==> src/rtl/dac_frame_scheduler.sv <==
// Sample tick generator and DAC A/B SPI frame sequencer for the wavegen.
// Define WAVEGEN_LDAC_SYNC_EN for a shared LDAC strobe after the last frame.
module dac_frame_scheduler #(
  parameter int unsigned SAMPLE_DIV    = 2000,
  parameter int unsigned SETTLE_CYCLES = 4,
  parameter logic [2:0]  CMD_BITS      = 3'b011,
  parameter int unsigned LDAC_CYCLES   = 2
) (
  input  logic        clk,
  input  logic        rst,
  input  logic        enable_a,
  input  logic        enable_b,
  input  logic [11:0] dac_a_word,
  input  logic [11:0] dac_b_word,
  input  logic        spi_ack,
  input  logic        clr_overrun,
  output logic        clk_sampling,
  output logic        spi_req,
  output logic [15:0] spi_data,
  output logic        ldac_n,
  output logic        busy,
  output logic        overrun,
  output logic        overrun_flag
);

  localparam int CW = $clog2(SAMPLE_DIV);
  localparam int SW = $clog2(SETTLE_CYCLES + 1);

  if (SAMPLE_DIV < 2 || SETTLE_CYCLES < 1 || LDAC_CYCLES < 1) begin : g_bad_param
    $error("dac_frame_scheduler: parameter out of range");
  end

  typedef enum logic [2:0] {
    IDLE,
    SETTLE,
    XFER_A,
`ifdef WAVEGEN_LDAC_SYNC_EN
    XFER_B,
    LATCH
`else
    XFER_B
`endif
  } state_t;

`ifdef WAVEGEN_LDAC_SYNC_EN
  localparam state_t DONE = LATCH;
  localparam int LW = $clog2(LDAC_CYCLES + 1);
  logic [LW-1:0] lcnt;
`else
  localparam state_t DONE = IDLE;
`endif

  state_t        state;
  state_t        state_d;
  logic [CW-1:0] cnt;
  logic [SW-1:0] scnt;
  logic [11:0]   word_b;
  logic          en_b_q;
  logic          tick_d;
  logic          frame_done;

  assign tick_d     = (cnt == CW'(SAMPLE_DIV - 2));
  assign frame_done = spi_req && spi_ack;

  always_comb begin
    state_d = state;
    unique case (state)
      IDLE: begin
        if (clk_sampling) state_d = SETTLE;
      end
      SETTLE: begin
        if (scnt == '0) begin
          if (enable_a)      state_d = XFER_A;
          else if (enable_b) state_d = XFER_B;
          else               state_d = IDLE;
        end
      end
      XFER_A: begin
        if (frame_done) state_d = en_b_q ? XFER_B : DONE;
      end
      XFER_B: begin
        if (frame_done) state_d = DONE;
      end
`ifdef WAVEGEN_LDAC_SYNC_EN
      LATCH: begin
        if (lcnt == '0) state_d = IDLE;
      end
`endif
      default: state_d = IDLE;
    endcase
  end

  // overrun looks ahead at state_d so the pulse lines up with the dropped tick
  always_ff @(posedge clk or posedge rst) begin
    if (rst) begin
      cnt          <= '0;
      clk_sampling <= 1'b0;
      state        <= IDLE;
      scnt         <= '0;
      word_b       <= '0;
      en_b_q       <= 1'b0;
      spi_req      <= 1'b0;
      spi_data     <= '0;
      busy         <= 1'b0;
      overrun      <= 1'b0;
      overrun_flag <= 1'b0;
`ifdef WAVEGEN_LDAC_SYNC_EN
      lcnt         <= '0;
      ldac_n       <= 1'b1;
`endif
    end else begin
      cnt          <= (cnt == CW'(SAMPLE_DIV - 1)) ? '0 : cnt + 1'b1;
      clk_sampling <= tick_d;
      state        <= state_d;
      busy         <= (state_d != IDLE);
      overrun      <= tick_d && (state_d != IDLE);
      if (overrun)          overrun_flag <= 1'b1;
      else if (clr_overrun) overrun_flag <= 1'b0;

      unique case (state)
        IDLE: begin
          scnt <= SW'(SETTLE_CYCLES - 1);
        end
        SETTLE: begin
          if (scnt != '0) begin
            scnt <= scnt - 1'b1;
          end else begin
            word_b <= dac_b_word;
            en_b_q <= enable_b;
            if (enable_a) begin
              spi_req  <= 1'b1;
              spi_data <= {1'b0, CMD_BITS, dac_a_word};
            end else if (enable_b) begin
              spi_req  <= 1'b1;
              spi_data <= {1'b1, CMD_BITS, dac_b_word};
            end
          end
        end
        XFER_A: begin
          if (frame_done) begin
            spi_req <= 1'b0;
            if (en_b_q) begin
              spi_data <= {1'b1, CMD_BITS, word_b};
            end else begin
`ifdef WAVEGEN_LDAC_SYNC_EN
              ldac_n <= 1'b0;
              lcnt   <= LW'(LDAC_CYCLES - 1);
`endif
            end
          end
        end
        XFER_B: begin
          // entered from XFER_A with req low: one idle gap, then request
          if (!spi_req) begin
            spi_req <= 1'b1;
          end else if (spi_ack) begin
            spi_req <= 1'b0;
`ifdef WAVEGEN_LDAC_SYNC_EN
            ldac_n  <= 1'b0;
            lcnt    <= LW'(LDAC_CYCLES - 1);
`endif
          end
        end
`ifdef WAVEGEN_LDAC_SYNC_EN
        LATCH: begin
          if (lcnt == '0) ldac_n <= 1'b1;
          else            lcnt   <= lcnt - 1'b1;
        end
`endif
        default: ;
      endcase
    end
  end

`ifndef WAVEGEN_LDAC_SYNC_EN
  assign ldac_n = 1'b0;
`endif

endmodule

==> config.mk <==
export PLATFORM = sky130hd
export DESIGN_NAME = dac_frame_scheduler
export DESIGN_NICKNAME = d
export VERILOG_FILES = /design/src/rtl/dac_frame_scheduler.sv
export SDC_FILE = /design/constraint.sdc
export NUM_CORES = 1
export LEC_CHECK = 0
export ABC_AREA = 1
export BUFFER_PORTS_ARGS = -buffer_cell sky130_fd_sc_hd__buf_4
export CAP_MARGIN = 5
export CELL_PAD_IN_SITES_DETAIL_PLACEMENT = 0
export CELL_PAD_IN_SITES_GLOBAL_PLACEMENT = 1
export CORE_UTILIZATION = 37
export CTS_BUF_LIST = sky130_fd_sc_hd__clkbuf_4
export DETAILED_ROUTE_END_ITERATION = 10
export PLACE_DENSITY = 0.83
export SETUP_SLACK_MARGIN = 0.15
export SLEW_MARGIN = 20
export SYNTH_ARGS = -nofsm -noshare
export SYNTH_HDL_FRONTEND = slang
export SYNTH_SLANG_ARGS = --single-unit
==> constraint.sdc <==
create_clock -name clk -period 3.35 [get_ports clk]
set_input_delay 0.67 -clock clk [delete_from_list [all_inputs] [get_ports clk]]
set_output_delay 0.67 -clock clk [all_outputs]
set_load 0.02 [all_outputs]
==> results of run 1 <==
per-layer routing:
metal  routed length, um  global-route usage
met2                2400               0.251
met4                  47              0.0416
met3                 208              0.0418
met1                2430               0.208
met5                   0                   0
final cells by class:
type                       instances  area [um^2]
sequential                        49         1230
clock inverter                     3         41.3
tap                               77         96.3
fill                             646         3480
timing repair buffer              49          368
clock buffer                       5         37.5
multi-input combinational        225         1050
inverter                          53          200
power groups by stage:
stage	registers, mW	logic (mW)	clock network (mW)
after detailed placement	0.694	0.255	0
after global placement	0.693	0.251	0
after CTS	0.682	0.256	0.358
after floorplan	0.742	0.0863	0
final	0.681	0.252	0.343
after global routing	0.690	0.283	0.387
sequential cells by signal, summed over array words and instances, names as in the netlist:
register	flops
spi_data	14
word_b	12
cnt	11
scnt	3
state	3
busy	1
clk_sampling	1
en_b_q	1
overrun	1
overrun_flag	1
spi_req	1
cells by family after synthesis:
| logic type | synth area share |
|---|---|
| compound gates | 0.101 |
| xor+xnor | 0.0103 |
| fa+ha+maj | 0.0196 |
| buf+inv | 0.111 |
| flops | 0.481 |
| other cells | 0.00147 |
| simple gates | 0.276 |
critical path: cells and delay by family, from the launching register on:
family | cells | cell delay [ns]
AND/OR/NAND/NOR | 5 | 0.85
flip-flops | 1 | 0.42
adder cells (fa/ha/maj) | 1 | 0.14
AO/OA/AOI/OAI | 1 | 0.13
buffers and inverters | 1 | 0.09
final timing paths:
kind	startpoint	endpoint	slack, ns	depth (start not counted)
max	scnt[0]	overrun	1.66	8
min	rst	cnt[9]	0.44	2
max reg2reg	scnt[0]	overrun	1.66	8
min reg2reg	scnt[0]	scnt[0]	0.48	1
max in group asynchronous	rst	word_b[9]	2.43	2
min in group clk	clr_overrun	overrun_flag	0.47	2
cells in the final DEF (no fill, tap or decap), drive strengths merged, types with 3 or more instances in the layout:
cell    netlist  layout
nor2         29      29
ha            4       4
buf          12      49
nand2       103     103
a21oi         6       6
inv          53      52
clkbuf        2       5
conb          1       3
nor3          3       3
o21ai        44      44
nand3        27      27
dfrtp        49      49
per-stage QoR:
step           setup WS (ns)  std cells  instance area (um^2)
2_1_floorplan           1.51        341                  2560
3_3_place_gp            1.62        453                  2940
3_5_place_dp            1.59        453                  2940
4_1_cts                 1.67        461                  3020
5_1_grt                 1.50        461                  3020
6_report                1.66        461                  3020
==> impl_metrics.json, run 1 <==
{
  "grt_pass1_wl_um": 8940,
  "cts_tree": "done",
  "ys.flop_type": "dfrtp_1",
  "h-tree-depth": 2,
  "yosysTopAreaCellShare": 0.481,
  "post_cts_buffers": 0,
  "layout-drive-gt1-share": 0.185,
  "firstDrtPassIters": 4,
  "syn_area_per_cell_um2": 7.53,
  "synth-async-reset-ratio": 1.00,
  "hpwl_um": 3770,
  "ys_seq_area_frac": 0.481,
  "p_int_mw": 0.912,
  "fmax_mhz": 592,
  "boundaryPins": 52,
  "leakagePower_nw": 1.65,
  "min_path_type": "input pin to asynchronous set/reset pin",
  "yosys-top-cells-area": "dfrtp_1 48%, nand2_1 15%, o21ai_0 8.4%",
  "fin_setup_tns_ns": 0,
  "min_period_ns": 1.69,
  "crit_path_start_kind": "flop",
  "powerDensity_nw_per_um2": 423,
  "die_w_um": 85.0,
  "wl_per_cell_um": 11.0,
  "track_usage": 0.156,
  "antenna_found_initial": 0,
  "clk_latency_ns": 0.36,
  "post-route-util": 0.465,
  "wirelength_um": 5080,
  "status": "completed",
  "power_switching_mw": 0.364,
  "synth_cell_types": 25,
  "slew_headroom": 0.443,
  "grt_pass1_vias": 1976,
  "cts_buffers": 5,
  "initial_core_util": 0.393,
  "fin_nets": 417,
  "crit_path_max_incr_delay_ns": 0.47,
  "required_ns": 3.65,
  "synth-edff-count": 0,
  "crit_type": "flop to flop",
  "p_clk_frac": 0.269,
  "yosysMostFrequentCell": "nand2_1",
  "yosys_warnings": 0,
  "rows": 29,
  "skew_ns": 0.00996,
  "cts_buffer_depth": 2,
  "grt_max_degree": 50,
  "coreArea_um2": 6490,
  "fin_crit_sh": 0.504,
  "syn-cell-area_um2": 2550,
  "cap_violations": 0,
  "tightest_slew_ns": 0.834,
  "hold_violations": 0,
  "ir_drop_uv": 175,
  "die-height_um": 85.0,
  "seq_power_share": 0.534,
  "cp.arrival_ns": 1.99,
  "clk_root_buffer_cell": "clkbuf_4",
  "maxSlewViolCount": 0,
  "grt-ovfl-total": 0,
  "cpMaxStageDelayCell": "nor2_4",
  "drcViolationCount": 0,
  "via_per_inst": 4.51,
  "cts.reportedPaths.clkPinSlew_ns": 0.14,
  "cts.sinks": 49,
  "port_buffers": 49,
  "synth_cells": 339,
  "synth_common_cells": "99 x nand2_1, 49 x dfrtp_1, 49 x inv_1, 43 x o21ai_0, 26 x nand3_1",
  "rsz0062_at_grt": "false",
  "sw_frac_of_total": 0.285,
  "die-area_um2": 7230,
  "vias": 2078,
  "antenna_left": 0,
  "p_total_mw": 1.28,
  "gp_congestion": 0.861,
  "ys_seq_elements": 49,
  "combPwrFrac": 0.197,
  "first_iter_violations": 81,
  "setup_violations": 0,
  "cts_resized": 0,
  "num_antenna_cells": 0,
  "path_max_fanout": 27,
  "synth_top_cell_by_area": "dfrtp_1",
  "critical_path.cell_chain": "inv_1, ha_1, nand2_1, nor2_4, o21ai_1, nand2_1, nor2_1, nor2_1",
  "holdWs_ns": 0.437,
  "end_kind": "flop",
  "syn_to_final_growth_pct": 18.3,
  "ctsHoldBuffers": 0
}
Power figures use the tool's default switching activity.
==> inputs of run 2 (changes only) <==
Settings changed: ABC_AREA 1 to 0, PLACE_DENSITY 0.83 to 0.8.
Clock period 3.35 ns to 1.42 ns, I/O delays scaled along.
==> run 2 against run 1 <==
Effect of this change:
- the flow now finishes with violations (setup timing)
- combinational power is 26% lower
- final area grew 21%
- count of clock-buffer cells in the layout unchanged
==> impl_metrics.json, run 2 <==
{
  "violations": "setup timing",
  "boundaryPins": 52,
  "cts_buffer_depth": 2,
  "required_ns": 1.69,
  "clk_latency_ns": 0.38,
  "p_clk_frac": 0.303,
  "via_per_inst": 4.90,
  "regMostFlops": "spi_data",
  "port_buffers": 49,
  "leakagePower_nw": 1.79,
  "multi_input_area_um2": 1340,
  "dp_slack_ns": -0.224,
  "gp_congestion": 0.767,
  "path_max_fanout": 13,
  "fin_crit_sh": 1.14,
  "vias": 1905,
  "coreArea_um2": 6460,
  "cts_tree": "done",
  "crit_type": "flop to flop",
  "die-height_um": 84.6,
  "ys_seq_elements": 49,
  "sw_frac_of_total": 0.257,
  "cp.arrival_ns": 1.89,
  "ys.flop_type": "dfrtp_1",
  "fmax_mhz": 618,
  "seq_area_um2": 1230,
  "grt_pass1_vias": 1890,
  "rsz0062_at_grt": "true",
  "firstDrtPassIters": 6,
  "layout_commonest_cell": "buf_4",
  "skew_ns": 0.0170,
  "h-tree-depth": 2,
  "cap_violations": 0,
  "setup_ws_ns": -0.199,
  "powerDensity_nw_per_um2": 623,
  "critical_path.cell_chain": "inv_2, ha_4, nand2b_4, buf_6, nor3_4, buf_12, mux2_4",
  "hold_violations": 0,
  "wirelength_um": 5520,
  "yosysMostFrequentCell": "dfrtp_1",
  "min_path_type": "input pin to flop",
  "synth_common_cells": "49 x dfrtp_1, 18 x o21ai_0, 17 x mux2_2, 16 x nand2_1, 13 x mux2i_1",
  "cts_buffers": 5,
  "min_period_ns": 1.62,
  "syn_area_per_cell_um2": 11.8,
  "largest_reg_flops": 14,
  "final_cell_mix": "76 x buf_4, 48 x dfrtp_1, 23 x mux2_4, 22 x buf_6",
  "num_antenna_cells": 0,
  "layout-drive-gt1-share": 0.561,
  "use_met1": 0.211,
  "track_usage": 0.162,
  "seq_power_share": 0.616,
  "drcViolationCount": 0,
  "yosys-top-cells-area": "dfrtp_1 49%, mux2_2 7.6%, mux2_4 5.4%",
  "use_met2": 0.273,
  "antenna_found_initial": 0,
  "fin_nets": 345,
  "rows": 29,
  "hpwl_um": 3620,
  "initial_core_util": 0.391,
  "grt_busiest_layer": "met2",
  "synth_cells": 213,
  "combPwrFrac": 0.082,
  "clk_root_buffer_cell": "clkbuf_4",
  "cpMaxStageDelayCell": "dfrtp_1",
  "design_area_um2": 3650,
  "synth-async-reset-ratio": 1.00,
  "met3_usage": 0.0236,
  "die_w_um": 84.6,
  "crit_path_start_kind": "flop",
  "wl_per_cell_um": 14.2,
  "antenna_left": 0,
  "critPathTopFamily": "flip-flops",
  "place_area_um2": 3230,
  "grt_max_degree": 50,
  "fin_setup_tns_ns": -4.74,
  "cts.reportedPaths.clkPinSlew_ns": 0.16,
  "synth_cell_types": 45,
  "syn_to_final_growth_pct": 44.6,
  "die-area_um2": 7150,
  "status": "complete, but fails checks",
  "setup_violations": 29,
  "syn-cell-area_um2": 2520,
  "end_kind": "flop",
  "ir_drop_uv": 262,
  "yosys_warnings": 0,
  "largestRegisters": "spi_data: 14 flops, word_b: 12 flops, cnt: 11 flops",
  "maxSlewViolCount": 0,
  "crit_path_max_incr_delay_ns": 0.42,
  "synth-edff-count": 0,
  "synth_top_cell_by_area": "dfrtp_1",
  "grt-ovfl-total": 0,
  "cts.sinks": 49,
  "fillers": 551,
  "path_buf_inv": 3,
  "first_iter_violations": 83,
  "ys_seq_area_frac": 0.486,
  "power_switching_mw": 0.585,
  "grt_pass1_wl_um": 9120,
  "yosysTopAreaCellShare": 0.486,
  "p_int_mw": 1.69
}
run 2: changes by cell type after synthesis, moves of 3 or more:
cell     before  now
inv_1        49    8
buf_6         1    4
nand2_1      99   16
nand2_2       4    0
inv_2         4    0
nor2_1       25   12
nand3_1      26    6
mux2_4        0    9
mux2i_1       0   13
mux2_2        0   17
o21ai_0      43   18
buf_2         7    2
run 2: power by group through the flow:
stage               sequential [mW]  clock, mW  combinational, mW
finish                         1.40      0.688              0.186
CTS                            1.40      0.716              0.188
floorplan                      1.42          0             0.0883
global placement               1.43          0              0.181
detailed placement             1.43          0              0.183
global route                   1.40      0.781              0.207
run 2: metal layers:
metal | part of all wire | wire length (um)
met1 | 0.45 | 2480
met2 | 0.52 | 2850
met3 | 0.022 | 124
met4 | 0.012 | 68
met5 | 0 | 0
run 2: worst paths after layout:
| kind | startpoint | endpoint | slack, ns | cells after the start |
|---|---|---|---|---|
| max | scnt[1] | word_b[4] | -0.20 | 7 |
| min | dac_b_word[11] | word_b[11] | 0.13 | 2 |
| max reg2reg | scnt[1] | word_b[4] | -0.20 | 7 |
| min reg2reg | overrun | overrun_flag | 0.51 | 1 |
| max in group asynchronous | rst | busy | 0.70 | 4 |
| min in group asynchronous | rst | cnt[7] | 0.50 | 4 |
run 2: what timing repair did:
action / 4_1_cts / 5_1_grt
endpoints found under the setup margin: 45 / 60
hold buffers: 1 / 0
resized for setup: 18 / 33
hold endpoints to repair: 49 / 0
setup buffers: 9 / 11
cloned: 1 / 0
pin swaps: 7 / 6
run 2: logic make-up after synthesis:
logic type,after synthesis,synth area share
flip-flops,49,0.486
AND/OR/NAND/NOR,60,0.153
other,1,0.00149
XOR/XNOR,7,0.0243
buffers and inverters,22,0.0605
adder cells (fa/ha/maj),4,0.0198
multiplexers,39,0.181
AO/OA/AOI/OAI,31,0.0739
run 2: metrics by stage:
| step | std cells | utilization | power (mW) | hold WS [ns] |
|---|---|---|---|---|
| 3_5_place_dp | 359 | 0.499 | 1.61 | 0.374 |
| 5_1_grt | 389 | 0.565 | 2.39 | 0.102 |
| 4_1_cts | 378 | 0.533 | 2.30 | 0.108 |
| 6_report | 389 | 0.565 | 2.27 | 0.128 |
| 3_3_place_gp | 359 | 0.499 | 1.61 | 0.371 |
| 2_1_floorplan | 215 | - | 1.51 | 0.320 |
run 2: cell type report:
cell class                      count  area share
Sequential cell                    49       0.336
Timing Repair Buffer              102       0.243
Clock inverter                      3     0.00583
Tap cell                           77      0.0264
Multi-Input combinational cell    145       0.368
Inverter                            8     0.00926
Clock buffer                        5      0.0103
run 2: worst register-to-register path, cell delays in order (launching register included):
cell      delay [ns]
dfrtp_1         0.42
inv_2           0.08
ha_4            0.15
nand2b_4        0.08
buf_6           0.13
nor3_4          0.14
buf_12          0.20
mux2_4          0.32
==> inputs of run 3 (changes only) <==
Settings changed: PLACE_DENSITY 0.8 to 0.78.
Clock period 1.42 ns to 1.7 ns, I/O delays scaled along.
==> run 3 against run 2 <==
Effect of this change:
- the flow now finishes without violations
- worst hold slack gained 0.072 ns
- non-clock buffer count shrank 34
- sequential power shrank 16%
- clock power shrank 24%
- final cell count shrank 8.7%
- register-to-register slack gained 0.28 ns
- combinational power shrank 18%
- critical endpoint is now spi_data[15]
- highest routed layer unchanged
==> impl_metrics.json, run 3 (synthesized netlist as in run 2, its figures left out) <==
{
  "syn_to_final_growth_pct": 28.1,
  "fin_crit_sh": 0.953,
  "path_buf_inv": 1,
  "num_antenna_cells": 0,
  "rows": 29,
  "critPathTopFamily": "flip-flops",
  "cts_tree": "done",
  "hold_start": "dac_b_word[2]",
  "initial_core_util": 0.391,
  "critPathLaunch": "scnt[1]",
  "grt_pass1_wl_um": 8740,
  "cp.arrival_ns": 1.89,
  "cts.reportedPaths.clkPinSlew_ns": 0.14,
  "largest_reg_flops": 14,
  "cp.depth": 6,
  "p_total_mw": 1.84,
  "grt_max_degree": 26,
  "maxSlewViolCount": 0,
  "layout_commonest_cell": "buf_4",
  "end_kind": "flop",
  "coreArea_um2": 6460,
  "min_path_type": "input pin to flop",
  "path_max_fanout": 7,
  "drcViolationCount": 0,
  "dp.cells": 341,
  "clk_latency_ns": 0.37,
  "crit_path_max_incr_delay_ns": 0.42,
  "powerDensity_nw_per_um2": 571,
  "die-height_um": 84.6,
  "leakagePower_nw": 1.59,
  "whs_path_depth": 2,
  "final_cell_mix": "64 x buf_4, 48 x dfrtp_1, 26 x mux2_4, 18 x o21ai_0, 16 x nand2_1",
  "finalNonFillerCells": 355,
  "via_per_inst": 5.03,
  "critical_path.cell_chain": "inv_2, ha_4, nand2b_4, nor3_4, o21a_4, mux2_4",
  "h-tree-depth": 2,
  "antenna_found_initial": 0,
  "rsz0062_at_grt": "true",
  "min_period_ns": 1.62,
  "fin_setup_tns_ns": 0,
  "crit_type": "flop to flop",
  "skew_ns": 0.0145,
  "clk_root_buffer_cell": "clkbuf_4",
  "place_area_um2": 3070,
  "gp_congestion": 0.858,
  "grt-ovfl-total": 0,
  "vias": 1786,
  "cts.sinks": 49,
  "cts_buffer_depth": 2,
  "wirelength_um": 5270,
  "cap_violations": 0,
  "first_iter_violations": 31,
  "required_ns": 1.97,
  "reg2reg_from": "scnt[1]",
  "cpMaxStageDelayCell": "dfrtp_1",
  "crit_path_start_kind": "flop",
  "fin_nets": 311,
  "die-area_um2": 7150,
  "cts_buffers": 5,
  "setup_violations": 0,
  "fmax_mhz": 617,
  "grt_pass1_vias": 1744,
  "status": "completed",
  "antenna_left": 0,
  "r2r_cells": 6,
  "hpwl_um": 3780,
  "die_w_um": 84.6,
  "hold_violations": 0,
  "track_usage": 0.158,
  "design_area_um2": 3230,
  "port_buffers": 49,
  "layout-drive-gt1-share": 0.450,
  "boundaryPins": 52,
  "ir_drop_uv": 266,
  "largestRegisters": "spi_data: 14 flops, word_b: 12 flops, cnt: 11 flops",
  "firstDrtPassIters": 6,
  "wl_per_cell_um": 14.8,
  "regMostFlops": "spi_data"
}
-- run 3: per-stage QoR --
| step | hold WS, ns | util | setup WS, ns |
|---|---|---|---|
| floorplan | 0.467 | - | 0.0675 |
| global placement | 0.379 | 0.475 | 0.0673 |
| detailed placement | 0.387 | 0.475 | 0.0234 |
| CTS | 0.183 | 0.493 | 0.0418 |
| global route | 0.157 | 0.500 | 0.0168 |
| finish | 0.200 | 0.500 | 0.0794 |
-- run 3: area by class of cell --
class / count / area, um^2
clock buffer: 5 / 37.5
clock inverter: 3 / 17.5
inverter: 8 / 30.0
timing repair buffer: 68 / 551
fill: 584 / 3230
sequential: 49 / 1230
multi-input combinational: 145 / 1270
tap: 77 / 96.3
-- run 3: path summary, 6_finish.rpt --
check	end	slack [ns]
hold reg to reg	overrun_flag	0.48
max in group asynchronous	scnt[2]	0.66
setup reg to reg	spi_data[15]	0.08
setup / recovery	spi_data[15]	0.08
hold / removal	word_b[2]	0.20
min in group asynchronous	word_b[6]	0.52
-- run 3: routing by layer --
metal	share of wire	vias up	GRT usage
met5	0	-	0
met4	0.011	0	0.0493
met3	0.031	4	0.0393
met2	0.48	28	0.241
met1	0.48	893	0.222
li1	-	861	-
-- run 3: what timing repair did --
action | in CTS | in global routing
gates cloned | 1 | 0
endpoints found under the setup margin | 17 | 32
setup buffers | 2 | 2
hold buffers | 1 | 0
pin swaps | 3 | 2
hold endpoints to repair | 18 | 0
gates resized for setup | 7 | 8
-- run 3: power breakdown --
group,leakage [nW],switching [mW],internal (mW)
registers,0.656,0.00406,1.17
logic,0.903,0.0753,0.0773
clock network,0.0326,0.363,0.157
-- run 3: worst reg2reg max path, cell delays in order (launching register included) --
cell and delay (ns):
dfrtp_1 0.42, inv_2 0.09, ha_4 0.14, nand2b_4 0.07, nor3_4 0.22, o21a_4 0.28, mux2_4 0.32
